### src/rtl/vga_stream_decoder.sv
// vga_stream_decoder: VGA sink that rebuilds pixel coordinates from sync edges,
// tracks line/frame timing lock and captures one probe pixel per frame.
module vga_stream_decoder #(
  parameter int WIDTH  = 640,
  parameter int HEIGHT = 480,
  parameter int H_FP   = 16,
  parameter int H_SYNC = 96,
  parameter int H_BP   = 48,
  parameter int V_FP   = 10,
  parameter int V_SYNC = 2,
  parameter int V_BP   = 33
) (
  input  logic        clk_25mHz,
  input  logic        reset_n,
  input  logic        hSync,
  input  logic        vSync,
  input  logic [11:0] rgb_in,
  input  logic [9:0]  probe_x,
  input  logic [8:0]  probe_y,
  output logic [9:0]  x_out,
  output logic [8:0]  y_out,
  output logic        de,
  output logic [11:0] rgb_out,
  output logic        locked,
  output logic [11:0] probe_color,
  output logic        probe_valid,
  output logic        frame_done,
  output logic [15:0] frame_count,
  output logic [7:0]  err_count
);
  typedef enum logic [1:0] {SEARCH, ACQUIRE, LOCKED} state_t;
  localparam logic [9:0] H_LAST = 10'(H_FP + H_SYNC + H_BP + WIDTH - 1);
  localparam logic [9:0] V_LAST = 10'(V_FP + V_SYNC + V_BP + HEIGHT - 1);
  localparam logic [9:0] HA     = 10'(H_SYNC + H_BP);
  localparam logic [9:0] HE     = 10'(H_SYNC + H_BP + WIDTH);
  localparam logic [9:0] VA     = 10'(V_SYNC + V_BP);
  localparam logic [9:0] VE     = 10'(V_SYNC + V_BP + HEIGHT);
  localparam logic [9:0] X_LAST = 10'(WIDTH - 1);
  localparam logic [8:0] Y_LAST = 9'(HEIGHT - 1);
  state_t      state_q, state_d;
  logic        hs_q, hs_p_q, vs_q, vs_p_q, vs_arm_q, vs_arm_d;
  logic [11:0] rgb_q;
  logic [9:0]  hcount_q, vcount_q, h_idx, v_idx;
  logic        hs_fall, vs_fall, armed, chk, err;
  logic        de_d, pv_d, fd_d;
  logic [9:0]  x_d;
  logic [8:0]  y_d;
  logic [11:0] rgb_d;
  logic        de_q, locked_q, probe_valid_q, frame_done_q;
  logic [9:0]  x_q;
  logic [8:0]  y_q;
  logic [11:0] rgb_out_q, probe_color_q;
  logic [15:0] frame_count_q;
  logic [7:0]  err_count_q;
  always_comb begin
    hs_fall  = !hs_q && hs_p_q;
    vs_fall  = !vs_q && vs_p_q;
    armed    = hs_fall && (vs_arm_q || vs_fall);
    vs_arm_d = armed ? 1'b0 : (vs_fall || vs_arm_q);
    h_idx    = hs_fall ? '0 : (&hcount_q ? hcount_q : hcount_q + 10'd1);
    v_idx    = armed ? '0 : (hs_fall && !(&vcount_q)) ? vcount_q + 10'd1 : vcount_q;
    chk      = state_q != SEARCH;
    err      = chk && ((hs_fall && hcount_q != H_LAST) || (armed && vcount_q != V_LAST));
    // an error on the same edge as an armed line start wins
    state_d  = err ? SEARCH : !armed ? state_q : (state_q == SEARCH) ? ACQUIRE : LOCKED;
    de_d     = chk && h_idx >= HA && h_idx < HE && v_idx >= VA && v_idx < VE;
    x_d      = de_d ? h_idx - HA : '0;
    y_d      = de_d ? 9'(v_idx - VA) : '0;
    rgb_d    = de_d ? rgb_q : '0;
    pv_d     = state_q == LOCKED && de_d && x_d == probe_x && y_d == probe_y;
    fd_d     = state_q == LOCKED && de_d && x_d == X_LAST && y_d == Y_LAST;
  end
  always_ff @(posedge clk_25mHz or negedge reset_n) begin
    if (!reset_n) begin
      state_q       <= SEARCH;
      hs_q          <= 1'b0;
      hs_p_q        <= 1'b0;
      vs_q          <= 1'b0;
      vs_p_q        <= 1'b0;
      vs_arm_q      <= 1'b0;
      rgb_q         <= '0;
      hcount_q      <= '0;
      vcount_q      <= '0;
      de_q          <= 1'b0;
      x_q           <= '0;
      y_q           <= '0;
      rgb_out_q     <= '0;
      locked_q      <= 1'b0;
      probe_valid_q <= 1'b0;
      probe_color_q <= '0;
      frame_done_q  <= 1'b0;
      frame_count_q <= '0;
      err_count_q   <= '0;
    end else begin
      hs_q          <= hSync;
      hs_p_q        <= hs_q;
      vs_q          <= vSync;
      vs_p_q        <= vs_q;
      rgb_q         <= rgb_in;
      vs_arm_q      <= vs_arm_d;
      hcount_q      <= h_idx;
      vcount_q      <= v_idx;
      state_q       <= state_d;
      locked_q      <= state_d == LOCKED;
      if (err && state_q == LOCKED && !(&err_count_q)) err_count_q <= err_count_q + 8'd1;
      de_q          <= de_d;
      x_q           <= x_d;
      y_q           <= y_d;
      rgb_out_q     <= rgb_d;
      probe_valid_q <= pv_d;
      if (pv_d) probe_color_q <= rgb_d;
      frame_done_q  <= fd_d;
      if (fd_d) frame_count_q <= frame_count_q + 16'd1;
    end
  end
  assign x_out       = x_q;
  assign y_out       = y_q;
  assign de          = de_q;
  assign rgb_out     = rgb_out_q;
  assign locked      = locked_q;
  assign probe_color = probe_color_q;
  assign probe_valid = probe_valid_q;
  assign frame_done  = frame_done_q;
  assign frame_count = frame_count_q;
  assign err_count   = err_count_q;
endmodule

### config.mk
export PLATFORM = sky130hd
export DESIGN_NAME = vga_stream_decoder
export DESIGN_NICKNAME = d
export VERILOG_FILES = /design/src/rtl/vga_stream_decoder.sv
export SDC_FILE = /design/constraint.sdc
export NUM_CORES = 1
export LEC_CHECK = 0
export CORE_UTILIZATION = 24
export CTS_CLUSTER_SIZE = 16
export DETAILED_ROUTE_END_ITERATION = 6
export HOLD_SLACK_MARGIN = 0.02
export PLACE_DENSITY = 0.46
export SLEW_MARGIN = 20
export SYNTH_ARGS = -nofsm -noshare
export SYNTH_HDL_FRONTEND = slang
export SYNTH_SLANG_ARGS = --single-unit
### constraint.sdc
create_clock -name clk_25mHz -period 5 [get_ports clk_25mHz]
set_input_delay 0.75 -clock clk_25mHz [delete_from_list [all_inputs] [get_ports clk_25mHz]]
set_output_delay 0.75 -clock clk_25mHz [all_outputs]
set_load 0.05 [all_outputs]
; Word level (Yosys, flattened, before mapping)
; Index checks and enable logic that the tools add are counted.
[op_classes]
addsub = 6
multipliers = 0
div_mod_pow = 0
order_cmp = 4
n_eq_ne = 8
shifts = 0
n_mux = 11
bitwise_logic = 0
n_reduce_logical = 29
[op_table]
columns = cell, count
row1 = $mux W10, 5
row2 = $add A10 B1 Y10 const B, 2
row3 = $lt A10 B10 Y1 const B, 2
row4 = $ne A10 B10 Y1 const B, 2
row5 = $reduce_and A10 Y1, 2
row6 = $logic_and A1 B1 Y1, 18
row7 = $add A16 B1 Y16 const B, 1
row8 = $mux W12, 1
row9 = $eq A10 B10 Y1, 1
row10 = $eq A10 B10 Y1 const B, 1
row11 = $ge A10 B6 Y1 const B, 1
row12 = $ge A10 B8 Y1 const B, 1
row13 = $sub A10 B8 Y10 const B, 1
row14 = $eq A9 B9 Y1, 1
row15 = $eq A9 B9 Y1 const B, 1
row16 = $mux W9, 1
row17 = $sub A9 B6 Y9 const B, 1
row18 = $add A8 B1 Y8 const B, 1
row19 = $reduce_and A8 Y1, 1
row20 = $mux W2, 3
row21 = $eq A2 B2 Y1 const B, 2
row22 = $logic_not A1 Y1, 4
row23 = $logic_not A2 Y1, 1
row24 = $logic_or A1 B1 Y1, 2
row25 = other kinds (2), 2
[word_totals]
ff_bits = 110
latchBits = 0
mem_bits_rw = 0
mem_bits_ro = 0
inputBits = 35
output_inout_bits = 71
wordCells = 77
memories = 0

; Logic depth before layout (Yosys ltp)
[depth]
ltp_word = 12
ltp_mapped = 18
mapped_depth_nobuf = 16

; Least setup slack after synthesis
; No wires, ideal clock.
[synth_timing]
path_type = register to register
from = reg hcount_q[0]
to = reg probe_color_q[10], in the netlist probe_color[10]
setup_ns = 0.125
arrival_time_ns = 4.084
t_required_ns = 4.875
path_slack_ns = 0.791
stages_incl_launch_ff = 16
n_path_buf = 2
period_less_slack_ns = 4.209
path_cell_list = dfrtp_1 > ha_1 > and3_1 > o211a_1 > or3_1 > clkbuf_1 > ha_1 > o21ai_0 > nand2_1 > a22o_1 > or4b_2 > a21oi_1 > o2111ai_2 > a2111oi_4 > buf_6 > mux2_4
[synth_between]
elab_chain_cells = 12
elab_cells_between_ends = 19
cone_classes = add/sub (2) / order compare (2) / eq/ne (2) / mux (5) / reduce/logical (8)
[synth_rtl]
columns = item, line
row1 = from (decl), 43  ; logic [9:0] hcount_q, vcount_q, h_idx, v_idx;
row2 = from (signal assigned), 101  ; hcount_q <= h_idx;
row3 = $add A10 B1 Y10 / $reduce_and A10 Y1 (equally long branches), 60  ; h_idx = hs_fall ? '0 : (&hcount_q ? hcount_q : hcount_q + 10'd1);
row4 = $mux W10 * (2 in series), 60
row5 = $ge A10 B8 Y1, 66  ; de_d = chk && h_idx >= HA && h_idx < HE && v_idx >= VA && v_idx < VE;
row6 = $logic_and A1 B1 Y1 (4 in series), 66
row7 = $mux W10, 67  ; x_d = de_d ? h_idx - HA : '0;
row8 = $eq A10 B10 Y1, 70  ; pv_d = state_q == LOCKED && de_d && x_d == probe_x && y_d == probe_y;
row9 = $logic_and A1 B1 Y1 (2 in series), 70
row10 = to (signal assigned), 111  ; if (pv_d) probe_color_q <= rgb_d;
row11 = to (decl), 52  ; logic [11:0] rgb_out_q, probe_color_q;
; Mark *: on every way between the ends. The rest lies on a longest branch, timed or not.
; A chain may end at the register's enable or synchronous reset.

; Final worst setup path
[layout_timing]
from = reg hcount_q[0]
to = reg probe_color_q[11], in the netlist probe_color[11]
[layout_between]
elab_chain_cells = 12
elab_cells_between_ends = 19
cone_classes = add/sub (2) / order compare (2) / eq/ne (2) / mux (5) / reduce/logical (8)
[layout_rtl]
columns = item, line
row1 = $add A10 B1 Y10 / $reduce_and A10 Y1 (equally long branches), 60
row2 = $mux W10 * (2 in series), 60
row3 = via h_idx[4], 43
row4 = $ge A10 B8 Y1, 66
row5 = $logic_and A1 B1 Y1 (4 in series), 66
row6 = $mux W10, 67
row7 = $eq A10 B10 Y1, 70
row8 = $logic_and A1 B1 Y1 (2 in series), 70
; Mark *: on every way through the listed nets, which the timed path passes. The rest lies on a longest branch.

==> qor.json <==
{
  "outcome": "completed",
  "drc": 0,
  "drive_above_1_share_pct": 10.45,
  "final_hold_slack_ns": 0.3845,
  "ant_nets": 0,
  "timing.critical_path.from_type": "flip-flop",
  "slowest_cell_on_crit_path": "or3_1",
  "yosysSeqAreaShare_pct": 49.73,
  "grt.total_usage_pct": 14.11,
  "cts_buffers": 9,
  "dpl_worst_slack_ns": 0.3819,
  "crit_buf_inv": 4,
  "die_w_um": 153.9,
  "coreArea_um2": 22640,
  "timing.critical_path.required_ns": 5.24,
  "finalHoldViolCount": 0,
  "timing.max_cap.violations": 0,
  "leakage_nw": 3.157,
  "syn-instance-count": 526,
  "synth.avg_cell_area_um2": 10.52,
  "cp.arrival_ns": 4.82,
  "postSynth.asyncResetShare_pct": 100.0,
  "slew_viol_final": 0,
  "synthesis.yosys.warnings": 0,
  "netlist.area_leader.share_pct": 49.73,
  "drt_pass1_iterations": 4,
  "detailed_place_hpwl_mm": 12.26,
  "fin_crit_sh_pct": 91.62,
  "timing.max_slew.rel_slack_pct": 38.65,
  "grt_first_pass_wirelength_mm": 25.69,
  "pwr_density_cell_nw_per_um2": 282.1,
  "io-pin-count": 106,
  "antenna-diode-count": 0,
  "worst_r2r_path_depth": 17,
  "critPathCaptureType": "flip-flop",
  "max-vdd-ir-drop_uv": 138.2,
  "buffer_ports.inserted": 105,
  "first_global_vias": 4529,
  "synthMostInstantiatedCell": "dfrtp_1",
  "clock_sink_count": 110,
  "num_vias": 4431,
  "cts_setup_buffers": 0,
  "skew_ns": 0.01102,
  "timing.setup.critical_path_class": "flip-flop to flip-flop",
  "floorplan.die_area_um2": 23670,
  "layout.nets": 679,
  "floorplan.rows": 55,
  "ys_top_cells_by_area": "dfrtp_1 50%, xnor2_1 3.5%, and2_1 2.9%, mux2_4 2.7%, nor2_1 2.6%",
  "path_depth": 17,
  "drt_iter0_markers": 388,
  "finalSetupTns_ns": 0,
  "synth_commonest_cells": "110 x dfrtp_1, 38 x nor2_1, 31 x nand2_1, 26 x and2_1",
  "power_mw": 2.052,
  "synth-edff-count": 0,
  "cts_tree": "yes",
  "clock_latency_ns": 0.35,
  "grt-ovfl-total": 0,
  "cts_root_buffer": "clkbuf_16",
  "critPathTopFamily": "compound AO/OA/AOI/OAI gates",
  "min_from": "vs_q",
  "max_clock_freq_ghz": 0.2183,
  "final_period_minus_worst_setup_slack_ns": 4.581,
  "cts-root-to-sink-buffers": 2,
  "synth.net_count": 569,
  "postLayoutSetupSlackWorst_ns": 0.4188,
  "antenna_found_initial": 1,
  "setup-violations-final": 0,
  "finish.cell_count_without_fillers": 926,
  "synth_flop_cell": "dfrtp_1",
  "viasPerCell": 4.785,
  "crit_path_max_incr_delay_ns": 0.47,
  "timing.critical_path.cells": "ha_1, and3_1, o211a_1, or3_1, inv_1, ha_1, o31ai_1, or4_4, a211oi_4, o21ai_2, buf_4, buf_4, o21ai_0, o211ai_1, a2111oi_4, buf_4, mux2_2",
  "clk_pin_slew_ns": 0.08,
  "worstSetupStartpoint": "hcount_q[0]",
  "unrepaired_setup_endpoints_after_global_routing": "no",
  "post_cts_hold_buffer_count": 0,
  "worstMarginPinSlew_ns": 0.9202,
  "cts.htree.levels": 3,
  "grt_max_degree": 70,
  "floorplan.initialDensity_pct": 24.45,
  "area_delta_synth_final_pct": 31.46,
  "min-delay-path-class": "flip-flop to flip-flop",
  "die_h_um": 153.9,
  "reg2reg_to": "probe_color[11]",
  "syn_area_um2": 5535,
  "gpl.final_weighted_congestion": 0.8641,
  "dp_cells": 910,
  "yosys.cell_types.count": 71,
  "routed_wl_mm": 15.98,
  "synth_top_cell_by_area": "dfrtp_1",
  "reg2reg_setup_slack_ns": 0.42,
  "worst_setup_path_endpoint": "probe_color[11]",
  "ys_seq_elements": 110,
  "post_cts_resized": 0,
  "crit_fanout": 12,
  "detail_route.wl_per_cell_um": 17.25,
  "cpMostUsedCell": "buf_4",
  "regToRegStartpoint": "hcount_q[0]"
}
-- report_power, final --
part	total, mW	switching (mW)	internal [mW]
Combinational	0.322	0.196	0.126
Sequential	0.963	0.0417	0.922
Clock	0.768	0.361	0.406
Total	2.05	0.598	1.45
-- how the worst min path moves through the flow --
stage                        end  slack (ns)  depth (start not counted)
final                     vs_p_q        0.38                          0
after floorplan           vs_p_q        0.35                          0
after global placement    vs_p_q        0.37                          0
after global routing      vs_p_q        0.39                          0
after detailed placement  vs_p_q        0.37                          0
after CTS                 vs_p_q        0.39                          0
-- worst register-to-register path: stages, from the launching register on --
cell	delay, ns
dfrtp_1	0.43
ha_1	0.28
and3_1	0.23
o211a_1	0.14
or3_1	0.47
inv_1	0.15
ha_1	0.15
o31ai_1	0.07
or4_4	0.43
a211oi_4	0.32
o21ai_2	0.11
buf_4	0.19
buf_4	0.16
o21ai_0	0.16
o211ai_1	0.20
a2111oi_4	0.31
buf_4	0.30
mux2_2	0.37
-- layout make-up --
cell class                      count  area [um^2]
Clock inverter                      7        101.3
Timing Repair Buffer              118         1146
Multi-Input combinational cell    372         2601
Sequential cell                   110         2753
Inverter                           25        93.84
Fill cell                        2262        15360
Tap cell                          285        356.6
Clock buffer                        9        225.2
-- state kept, by name, indices dropped and copies added (netlist names) --
register / cells
frame_count: 16
probe_color: 12
rgb_out: 12
rgb_q: 12
hcount_q: 10
vcount_q: 10
x_out: 10
y_out: 9
err_count: 8
state_q: 2
de: 1
frame_done: 1
hs_p_q: 1
hs_q: 1
locked: 1
probe_valid: 1
vs_arm_q: 1
vs_p_q: 1
vs_q: 1
-- placed cells by master (no fill, tap or decap), types with 5 or more instances in the layout --
cell and count:
dfrtp_1 110, clkdlybuf4s50_1 104, nor2_1 38, nand2_1 31, and2_1 26, nand3_1 22
xnor2_1 22, inv_1 21, nor3_1 17, o21ai_0 14, buf_4 14, a21oi_1 13
nand4_1 12, and3_1 12, xor2_1 12, o211ai_1 10, mux2_4 10, or3_1 9
clkbuf_16 9, nor2b_1 8, and4_1 8, ha_1 8, a31oi_1 7, nor4_1 7
a211oi_1 6, mux2_2 5
-- kinds of logic after synthesis --
logic type	synth area share, %
buffers and inverters	3.278
flip-flops	49.73
XOR/XNOR	5.786
multiplexers	4.091
adder cells (fa/ha/maj)	1.808
AND/OR/NAND/NOR	21.65
AO/OA/AOI/OAI	13.65
-- metrics by stage --
stage                     util (%)  instance area [um^2]
after floorplan                  -                  5535
final                        32.14                  7277
after CTS                    32.14                  7277
after global placement       30.70                  6950
after global routing         32.14                  7277
after detailed placement     30.70                  6950
-- routing by layer --
metal,part of all wire [%],GRT usage [%],routed length (um),up-vias
met2,47,22.81,7582,131
li1,-,-,-,2139
met5,0.069,0,11,-
met3,6.8,3.410,1084,15
met4,1.4,4.524,225,2
met1,44,18.51,7072,2144
(Power assumes the default switching activity.)
